`config.mk`:
```
export PLATFORM = sky130hd
export DESIGN_NAME = fetch_ctrl_flat
export DESIGN_NICKNAME = d
export VERILOG_FILES = /design/src/rtl/fetch_ctrl_if.sv /design/src/rtl/fetch_ctrl.sv /design/src/flat_wrapper.sv
export SDC_FILE = /design/constraint.sdc
export NUM_CORES = 1
export LEC_CHECK = 0
export BUFFER_PORTS_ARGS = -buffer_cell sky130_fd_sc_hd__buf_4
export CAP_MARGIN = 20
export CORE_MARGIN = 5
export CORE_UTILIZATION = 49
export CTS_CLUSTER_DIAMETER = 200
export DETAILED_ROUTE_END_ITERATION = 6
export PLACE_DENSITY_LB_ADDON = 0.1
export SLEW_MARGIN = 20
export SYNTH_ARGS = -nofsm -noshare
export SYNTH_HDL_FRONTEND = slang
export SYNTH_SLANG_ARGS = --single-unit
```
`constraint.sdc`:
```
create_clock -name clk -period 4.1 [get_ports clk]
set_clock_uncertainty 0.15 [all_clocks]
set_input_delay 0.41 -clock clk [delete_from_list [all_inputs] [get_ports clk]]
set_output_delay 0.41 -clock clk [all_outputs]
set_load 0.01 [all_outputs]
```
`src/rtl/fetch_ctrl_if.sv`:
```
// fetch_ctrl bus bundle: instruction memory port, decode slot handshake,
// redirect input and status flags.
interface fetch_ctrl_if;
    logic [31:0] imem_addr;
    logic [31:0] imem_rdata;
    logic        if_valid;
    logic [31:0] if_instr;
    logic [31:0] if_pc;
    logic        id_ready;
    logic        redirect_valid;
    logic [31:0] redirect_pc;
    logic        halted;
    logic        fault;

    modport master (
        output imem_addr,
        input  imem_rdata,
        output if_valid,
        output if_instr,
        output if_pc,
        input  id_ready,
        input  redirect_valid,
        input  redirect_pc,
        output halted,
        output fault
    );

    modport slave (
        input  imem_addr,
        output imem_rdata,
        input  if_valid,
        input  if_instr,
        input  if_pc,
        output id_ready,
        output redirect_valid,
        output redirect_pc,
        input  halted,
        input  fault
    );
endinterface

```
`src/rtl/fetch_ctrl.sv`:
```
// IF-stage fetch sequencer: PC, one-entry output slot, redirect and fault.
// Optional FETCH_ZERO_HALT_EN: an all-zero fetched word halts fetch.
module fetch_ctrl #(
    parameter logic [31:0] RESET_PC  = 32'h0000_0000,
    parameter int unsigned MEM_BYTES = 24
) (
    input  logic          clk,
    input  logic          rst,
    fetch_ctrl_if.master  bus
);

`ifdef FETCH_ZERO_HALT_EN
    localparam bit ZERO_HALT = 1'b1;
`else
    localparam bit ZERO_HALT = 1'b0;
`endif

    typedef enum logic [1:0] {
        RUN   = 2'd0,
        HALT  = 2'd1,
        FAULT = 2'd2
    } state_e;

    state_e      state_q, state_d;
    logic [31:0] pc_q, pc_d;
    logic [31:0] instr_q, instr_d;
    logic [31:0] ipc_q, ipc_d;
    logic        valid_q, valid_d;
    logic        halted_q, halted_d;
    logic        fault_q, fault_d;

    logic        slot_free;
    logic [32:0] fetch_end;
    logic        in_range;
    logic        aligned;
    logic        legal;
    logic        zero_word;
    logic        take_redirect;
    logic        fetch_try;
    logic        do_fault;
    logic        do_halt;
    logic        do_load;

    // 33-bit end address so a PC near the top of the space cannot wrap legal
    assign fetch_end = {1'b0, pc_q} + 33'd4;
    assign in_range  = fetch_end <= 33'(MEM_BYTES);
    assign aligned   = pc_q[1:0] == 2'b00;
    assign legal     = aligned && in_range;
    assign zero_word = ZERO_HALT && (bus.imem_rdata == 32'h0000_0000);

    assign slot_free     = !valid_q || bus.id_ready;
    assign take_redirect = bus.redirect_valid && (state_q != FAULT);
    assign fetch_try     = !take_redirect && (state_q == RUN) && slot_free;
    assign do_fault      = fetch_try && !legal;
    assign do_halt       = fetch_try && legal && zero_word;
    assign do_load       = fetch_try && legal && !zero_word;

    always_comb begin
        state_d = state_q;
        pc_d    = pc_q;
        instr_d = instr_q;
        ipc_d   = ipc_q;
        valid_d = valid_q;
        unique case (1'b1)
            take_redirect: begin
                valid_d = 1'b0;
                pc_d    = bus.redirect_pc;
                state_d = RUN;
            end
            do_fault: begin
                valid_d = 1'b0;
                state_d = FAULT;
            end
            do_halt: begin
                valid_d = 1'b0;
                state_d = HALT;
            end
            do_load: begin
                instr_d = bus.imem_rdata;
                ipc_d   = pc_q;
                valid_d = 1'b1;
                pc_d    = pc_q + 32'd4;
            end
            default: ;
        endcase
        halted_d = ZERO_HALT && (state_d == HALT);
        fault_d  = state_d == FAULT;
    end

    always_ff @(posedge clk or posedge rst) begin
        if (rst) begin
            state_q  <= RUN;
            pc_q     <= RESET_PC;
            instr_q  <= 32'h0;
            ipc_q    <= 32'h0;
            valid_q  <= 1'b0;
            halted_q <= 1'b0;
            fault_q  <= 1'b0;
        end else begin
            state_q  <= state_d;
            pc_q     <= pc_d;
            instr_q  <= instr_d;
            ipc_q    <= ipc_d;
            valid_q  <= valid_d;
            halted_q <= halted_d;
            fault_q  <= fault_d;
        end
    end

    assign bus.imem_addr = pc_q;
    assign bus.if_valid  = valid_q;
    assign bus.if_instr  = instr_q;
    assign bus.if_pc     = ipc_q;
    assign bus.halted    = halted_q;
    assign bus.fault     = fault_q;

endmodule

```
`src/flat_wrapper.sv`:
```
// flat-port wrapper written by rule: the top's interface ports become plain ports
module fetch_ctrl_flat 
#(
    parameter logic [31:0] RESET_PC  = 32'h0000_0000,
    parameter int unsigned MEM_BYTES = 24
)
  (clk, rst, bus_imem_addr, bus_imem_rdata, bus_if_valid, bus_if_instr, bus_if_pc, bus_id_ready, bus_redirect_valid, bus_redirect_pc, bus_halted, bus_fault);
  fetch_ctrl_if bus_i ();
  input  logic clk;
  input  logic rst;
  output wire logic [$bits(bus_i.imem_addr)-1:0] bus_imem_addr;
  input wire logic [$bits(bus_i.imem_rdata)-1:0] bus_imem_rdata;
  output wire logic [$bits(bus_i.if_valid)-1:0] bus_if_valid;
  output wire logic [$bits(bus_i.if_instr)-1:0] bus_if_instr;
  output wire logic [$bits(bus_i.if_pc)-1:0] bus_if_pc;
  input wire logic [$bits(bus_i.id_ready)-1:0] bus_id_ready;
  input wire logic [$bits(bus_i.redirect_valid)-1:0] bus_redirect_valid;
  input wire logic [$bits(bus_i.redirect_pc)-1:0] bus_redirect_pc;
  output wire logic [$bits(bus_i.halted)-1:0] bus_halted;
  output wire logic [$bits(bus_i.fault)-1:0] bus_fault;
  assign bus_imem_addr = bus_i.imem_addr;
  assign bus_i.imem_rdata = bus_imem_rdata;
  assign bus_if_valid = bus_i.if_valid;
  assign bus_if_instr = bus_i.if_instr;
  assign bus_if_pc = bus_i.if_pc;
  assign bus_i.id_ready = bus_id_ready;
  assign bus_i.redirect_valid = bus_redirect_valid;
  assign bus_i.redirect_pc = bus_redirect_pc;
  assign bus_halted = bus_i.halted;
  assign bus_fault = bus_i.fault;
  fetch_ctrl #(.RESET_PC(RESET_PC), .MEM_BYTES(MEM_BYTES)) u_core (.clk(clk), .rst(rst), .bus(bus_i));
endmodule
```
Word-level counts from Yosys, hierarchy flattened. Index checks and enable logic that the tools add are counted. W data, S select, Z words.

$add $sub $neg: 2. $lt $le $gt $ge: 1. Equality and inequality tests: 2. Mux-type cells: 3. Reduce and logical (&&, ||, !) cells: 15.

Operator list (count): $pmux W32 S2 (1); $add A32 B3 Y33 const B (1); $le A33 B5 Y1 const B (1); $add A32 B3 Y32 const B (1); $logic_and A1 B1 Y1 (6); $logic_not A2 Y1 (2); $pmux W2 S2 (1); $reduce_bool A2 Y1 (2); $logic_not A1 Y1 (3); $eq A2 B2 Y1 const B (1); $ne A2 B2 Y1 const B (1); $pmux W1 S2 (1); $reduce_or A2 Y1 (1); $logic_or A1 B1 Y1 (1).

Register bits: 100. Input port bits: 68. Output and inout port bits: 99. Word-level logic and storage cells: 29.

Depth between registers and ports, before layout. Gate-level depths: netlist of the first run.

Word-level depth: 8. Mapped depth: 12. Mapped depth without buffers: 9.

Least setup slack after synthesis of the first run. Ideal clock, no wire load.

Path kind: reg2reg. Start point: reg u_core.pc_q[2] (netlist: u_core.bus.imem_addr[2]). End point: reg u_core.instr_q[14] (netlist: u_core.bus.if_instr[14]). Library setup time: 0.116 ns. Data arrival time: 2.385 ns. Required time: 3.834 ns. Path slack: 1.449 ns. Cell stages (with the launch flop): 12. Buffers on the path: 2. Clock period less this slack: 2.651 ns. Path through: dfrtp_1 -> ha_1 -> xnor2_1 -> nor3_1 -> or4_1 -> nor4_1 -> and4b_1 -> nand3_2 -> buf_2 -> buf_6 -> nand2_1 -> nand2_1.

Longest elaborated chain between the ends: 4.

Ends and longest elaborated chain: start, declared (RTL line fetch_ctrl.sv:25) `logic [31:0] pc_q, pc_d;`; start signal, assigned (RTL line fetch_ctrl.sv:101) `pc_q <= pc_d;`; $add A32 B3 Y33 (RTL line fetch_ctrl.sv:45) `assign fetch_end = {1'b0, pc_q} + 33'd4;`; $le A33 B5 Y1 (RTL line fetch_ctrl.sv:46) `assign in_range = fetch_end <= 33'(MEM_BYTES);`; $logic_and A1 B1 Y1 (RTL line fetch_ctrl.sv:48) `assign legal = aligned && in_range;`; $logic_and A1 B1 Y1; end signal, assigned (RTL line fetch_ctrl.sv:102) `instr_q <= instr_d;`; end, declared (RTL line fetch_ctrl.sv:26) `logic [31:0] instr_q, instr_d;`.

Every way passes these cells. A chain may end at the register's enable or synchronous reset.

Worst setup path in the final report of the first run.
Start point: reg u_core.pc_q[3] (netlist: u_core.bus.imem_addr[3]). End point: reg u_core.pc_q[4] (netlist: u_core.bus.imem_addr[4]).

Longest elaborated chain between the ends: 5. Elaborated cells on any way between the ends: 7. Classes of those cells: add/sub: 2; order compare: 1; mux: 1; reduce/logical: 3.

Ends and longest elaborated chain (RTL line): $add A32 B3 Y33 (fetch_ctrl.sv:45); $le A33 B5 Y1 (fetch_ctrl.sv:46); $logic_and A1 B1 Y1 (fetch_ctrl.sv:48); $logic_and A1 B1 Y1; $pmux W32 S2 / $reduce_bool A2 Y1 (equally long branches).

Parallel ways exist; a longest one is shown, timed or not.

==> metrics.txt, run 1 <==
Slew headroom 34.9%; Yosys top cell area share 56.4%; CP startpoint kind flip-flop; GRT Util Overall 20.6%; post-synthesis register bit count 100; critical path's largest stage delay 0.47 ns; TritonCTS Sinks 100; initial antenna violation count 0; row cnt 34; largest family of logic cells by synthesized area simple AND/OR/NAND/NOR gates; pwr dens 376 mW/mm²; Remaining DRCs 0; Synth Area in Compound Gates 6.46%; WP data arrival 3.36 ns; most instantiated cells after synthesis nand2_1 (197), dfrtp_1 (100), and2_1 (31); Post-Synth Adder-Cell Area 0.564%; post-route ant nets 0; vias in the first global route 3,798; Hold/Removal Path Class in -> reg; worst path bufs/invs 1; DR iter-0 viols 204; worst slew pin tran 0.974 ns; post-cts sizing count 0; H-tree depth 3; Post-CTS Setup Inserts 0; outcome completed; I/O pins 167; count leader, synth nand2_1; Register-to-Register Path Depth 10; root buf cell clkbuf_8; maximum clock path buffer count 2; Post-Syn Nets 549; fin crit share 78.7%; router iterations before antenna repair 5; Max Cap Viol 0; Post-Synthesis Cells 479; cell family with most CP delay simple AND/OR/NAND/NOR gates; Routed WL 11.7 mm; f_max 0.310 GHz; full die area 0.0111 mm²; Port Buffers 165; Die Y-Extent 105 µm; largest net degree at the start of global routing 77; via count 3,865; count of final max-slew check failures 0; core area 0.00876 mm²; Skew-Pair Late Insertion Delay 0.36 ns; synthesized area per cell 9.27 µm²; leading area contributor after synthesis dfrtp_1; post-route cell area 0.00591 mm²; Worst Hold Endpoint u_core.bus.if_instr[7]; GP Congestion 0.892; Yosys cell types 50; Seq/Total Area, Yosys 56.4%; synth warn 0; Die X 105 µm; share of layout cells above drive strength 1 30.2%; CTS Hold Bufs 0; Post-synth EDFFs 0; CP required 4.24 ns; Initial Util 50.6%; CTS tree built; # fillers 733; first-pass GRT wire length 18.8 mm; Simple-Gate Fraction of Synth Area 30.8%; antenna cell count 0; Placed Area 0.00573 mm²; Worst R2R Setup Slack 0.87 ns; crit-path max FO 70; post-layout min period 3.23 ns; Fin Hold WS 0.0779 ns; WS Path Type reg -> reg; top cells by area, synth dfrtp_1 (56%), nand2_1 (17%), and2_1 (4.4%); overall power 2.22 mW; hold depth 3; Synth Area in XOR/XNOR 1.58%; leak pwr 3.22 nW; Clock transition at path regs 0.11 ns; worst IR drop on VDD 0.000198 V; synthesis-to-layout area growth 33.1%; Fin. Hold Viols 0; Main synth FF type dfrtp_1; multiplexer share of the synthesized area 0.705%; Slowest-stage cell, CP dfrtp_1; grt total ovfl 0; FFs w/ async S/R, synth 100%; DR WL/cell 15.6 µm; CP Capture Type flip-flop; CP Cell Sequence ha_1 > nand2_1 > nor4_4 > a21boi_0 > nor4bb_1 > and4b_1 > nand3_2 > buf_4 > mux2_1 > o21ai_1; Syn Std Cell Area 0.00444 mm²; Sum Neg Setup Slack 0 ns; Finish-stage setup viols 0; Num CTS Buffers 9; hold_sp bus_imem_rdata[7]; RSZ-0062 raised after global routing false; Final HPWL DP 8.40 mm; Vias/cell 5.17; nets@finish 706; reg2reg start u_core.bus.imem_addr[3]; RR Endpoint u_core.bus.imem_addr[4]
## worst min-delay path: stages
cell     delay [ns]
buf_4          0.07
nand2_1        0.04
nand2_1        0.05
## layout by cell type, fill, tap and decap left out, types with 3 or more instances in the layout
cell type / count
nand2_1: 197
and3_1: 8
and2_1: 31
inv_6: 3
nand4_1: 11
xnor2_1: 6
nor3_1: 4
clkbuf_8: 9
buf_4: 169
a21oi_1: 7
nand3_1: 5
a31oi_1: 11
dfrtp_1: 100
inv_1: 8
o21ai_0: 7
o31a_1: 3
nor4_1: 4
nor2_1: 15
## power by group
part | switching, mW | total [mW] | internal (mW)
combinational | 0.207 | 0.425 | 0.218
sequential | 0.144 | 1.20 | 1.05
clock | 0.366 | 0.597 | 0.231
total | 0.716 | 2.22 | 1.50
## how the worst max path moves through the flow
stage | slack [ns] | startpoint | end | cells past startpoint
2_1_floorplan | 0.92 | rst | u_core.bus.fault | 1
3_3_place_gp | 0.92 | u_core.bus.imem_addr[2] | u_core.bus.imem_addr[4] | 10
3_5_place_dp | 0.88 | u_core.bus.imem_addr[2] | u_core.bus.imem_addr[4] | 10
4_1_cts | 0.87 | u_core.bus.imem_addr[3] | u_core.bus.imem_addr[4] | 10
5_1_grt | 0.59 | u_core.bus.imem_addr[3] | u_core.bus.imem_addr[4] | 10
6_report | 0.87 | u_core.bus.imem_addr[3] | u_core.bus.imem_addr[4] | 10
## per-layer routing
metal	track usage [%]	vias to the layer above	share of wire [%]
li1	-	1888	-
met5	0	-	0
met4	6.94	0	1.6
met3	5.80	26	9.0
met2	32.7	165	47
met1	27.5	1786	43
## stage by stage
step / setup slack [ns] / utilization [%] / std cells
global placement: 0.918 / 65.3 / 733
global route: 0.589 / 67.4 / 748
finish: 0.873 / 67.4 / 748
detailed placement: 0.885 / 65.3 / 733
CTS: 0.872 / 67.4 / 748
floorplan: 0.921 / - / 479
## logic make-up (layout without fill, tap and decap cells)
logic type / Yosys count / in the layout
AO/OA/AOI/OAI: 43 / 43
AND/OR/NAND/NOR: 290 / 290
flip-flops: 100 / 100
buffers and inverters: 32 / 193
XOR/XNOR: 8 / 8
other: 1 / 1
multiplexers: 3 / 3
adder cells (fa/ha/maj): 2 / 2
## cell type report
cell class	instances	area, µm²	area share (%)
Tap cell	108	135	2.29
Sequential cell	100	2500	42.4
Clock inverter	6	55.1	0.932
Clock buffer	9	124	2.10
Inverter	9	36.3	0.614
Multi-Input combinational cell	347	1780	30.2
Timing Repair Buffer	169	1270	21.5
## state kept, by name (all words and copies together), names as in the netlist
name and count:
u_core.state_q 2, u_core.bus.if_pc 32, u_core.bus.if_valid 1, u_core.bus.if_instr 32, u_core.bus.fault 1, u_core.bus.imem_addr 32
Power figures use the tool's default switching activity.
==> run 2: changes to the inputs <==
Settings changed: CORE_UTILIZATION 49 to 44.
Clock period 4.1 ns to 2.8 ns, I/O delays scaled along.
==> run 2 against run 1 <==
Against the previous run: sequential power grew 38%; cell area up 21%; core utilization rose by 5.4 points; global-route usage increased by 1.5 points; cell count grew 18%; via count is 11% higher; sequential cell count stayed put; fmax increased by 19%; die area is 10% higher; critical endpoint is now u_core.bus.if_pc[25]; largest cell class unchanged.
==> metrics.txt, run 2 (synthesized netlist as in run 1, its figures left out) <==
outcome completed; CTS tree built; crit path launch u_core.bus.imem_addr[5]; GP Congestion 0.844 (-5.3%); DR WL/cell 15.0 µm (-4.0%); Hold/Removal Path Class in -> reg; nets@finish 818 (+16%); RSZ-0062 raised after global routing true; f_max 0.368 GHz (+19%); share of layout cells above drive strength 1 33.5% (+3.3 points); Fin Hold WS 0.163 ns (+0.0854 ns); I/O pins 167 (unchanged); reg2reg start u_core.bus.imem_addr[5]; Port Buffers 165 (unchanged); post-route ant nets 0 (unchanged); DR iter-0 viols 283 (+39%); pre-CTS WS -0.0579 ns (-0.943 ns); GRT Util Overall 22.1% (+1.5 points); pwr dens 518 mW/mm² (+38%); worst slew pin tran 0.566 ns (-0.408 ns); first-pass GRT wire length 22.4 mm (+19%); GR met3 Demand/Resource 5.20% (-0.60 points); Max Cap Viol 0 (unchanged); Fin. Hold Viols 0 (unchanged); busiest grt layer met2; Sum Neg Setup Slack 0 ns (unchanged); overall power 3.70 mW (+67%); Die Y-Extent 110 µm (+5.0%); root buf cell clkbuf_8; TritonCTS Sinks 100 (unchanged); CP Capture Type flip-flop; Setup crit end u_core.bus.if_pc[25]; commonest cells after routing, fill and taps aside buf_4 (209), nand2_1 (197), dfrtp_1 (96); Die X 110 µm (+5.0%); fin crit share 97.1% (+18 points); count of final max-slew check failures 0 (unchanged); largest net degree at the start of global routing 101 (+31%); initial antenna violation count 0 (unchanged); GRT met2 Usage 37.1% (+4.4 points); Final HPWL DP 8.91 mm (+6.1%); Register-to-Register Path Depth 10 (unchanged); crit-path max FO 22 (-69%); Remaining DRCs 0 (unchanged); CP required 2.92 ns (-1.32 ns); Vias/cell 4.85 (-6.1%); vias in the first global route 4,388 (+16%); Clock transition at path regs 0.10 ns (about the same); post-layout min period 2.72 ns (-0.507 ns); grt total ovfl 0 (unchanged); final worst slack 0.0806 ns (-0.793 ns); leak pwr 3.79 nW (+18%); antenna cell count 0 (unchanged); via count 4,299 (+11%); router iterations before antenna repair 4 (-1); RR Endpoint u_core.bus.if_pc[25]; Worst R2R Setup Slack 0.08 ns (-0.79 ns); worst IR drop on VDD 0.000304 V (+53%); synthesis-to-layout area growth 61.0%; Skew-Pair Late Insertion Delay 0.36 ns (about the same); Num CTS Buffers 9 (unchanged); CP startpoint kind flip-flop; row cnt 36 (+5.9%); maximum clock path buffer count 2 (unchanged); full die area 0.0122 mm² (+10%); Initial Util 45.2% (-5.4 points); H-tree depth 3 (unchanged); core area 0.00982 mm² (+12%); final core utilization 72.8% (+5.4 points); WS Path Type reg -> reg; Finish-stage setup viols 0 (unchanged); Slew headroom 62.3% (+27 points); WP data arrival 2.84 ns (-0.52 ns); Routed WL 13.3 mm (+14%); commonest non-fill, non-tap cell in the layout buf_4; M1 GR Usage 28.2% (+0.79 points)
[run 2: changes by cell type in the layout (fill, tap and decap cells not counted), moves of 3 or more]
cell,previous run,this run
dlygate4sd3_1,0,66
buf_4,169,209
buf_12,0,3
inv_6,3,0
dfrtp_2,0,4
dfrtp_1,100,96
[run 2: how the worst min path moves through the flow]
stage                            startpoint                      end  slack [ns]  depth (start not counted)
global route                   bus_id_ready      u_core.bus.if_valid        0.22                          4
CTS                            bus_id_ready      u_core.bus.if_valid        0.14                          4
global placement    u_core.bus.if_instr[28]  u_core.bus.if_instr[28]        0.31                          2
finish                         bus_id_ready      u_core.bus.if_valid        0.16                          4
floorplan                 bus_imem_rdata[0]   u_core.bus.if_instr[0]        0.24                          2
detailed placement  u_core.bus.if_instr[24]  u_core.bus.if_instr[24]        0.31                          2
[run 2: critical path, stage by stage (launching register included)]
cell       delay (ns)
dfrtp_1          0.42
nand4_4          0.18
buf_6            0.19
nor4_4           0.20
buf_4            0.20
nand2_1          0.07
o31a_1           0.32
a211oi_4         0.26
nand3_4          0.15
bufbuf_16        0.32
and2_1           0.15
[run 2: final cells by class]
cell class / instances / area [µm²]
Timing Repair Buffer: 281 / 2340
Clock inverter: 6 / 96.3
Clock buffer: 10 / 138
Fill cell: 733 / 2670
Sequential cell: 100 / 2510
Multi-Input combinational cell: 347 / 1860
Tap cell: 133 / 166
Inverter: 9 / 37.5
[run 2: per-stage QoR]
stage | instance area [µm²] | instances
global route | 7150 | 886
detailed placement | 6100 | 798
floorplan | 4440 | 479
CTS | 7070 | 884
finish | 7150 | 886
global placement | 6100 | 798
[run 2: repair_timing]
action / CTS / global route
hold buffers: 66 / 0
endpoints found under the setup margin: 67 / 47
buffers inserted: 3 / 2
hold endpoints to repair: 167 / 0
resized for setup: 6 / 12
cloned: 1 / 0
pin swaps: 2 / 2
[run 2: power by group]
part	internal (mW)	leakage [nW]	switching (mW)	total (mW)
Combinational	0.520	2.34	0.468	0.988
Sequential	1.55	1.33	0.115	1.66
Clock	0.537	0.115	0.515	1.05
Total	2.60	3.79	1.10	3.70
[run 2: layer usage]
layer  vias to the layer above  wire (µm)
li1                       2117          -
met1                      2018       5740
met2                       145       6480
met3                        19        805
met4                         0        234
met5                         -          0
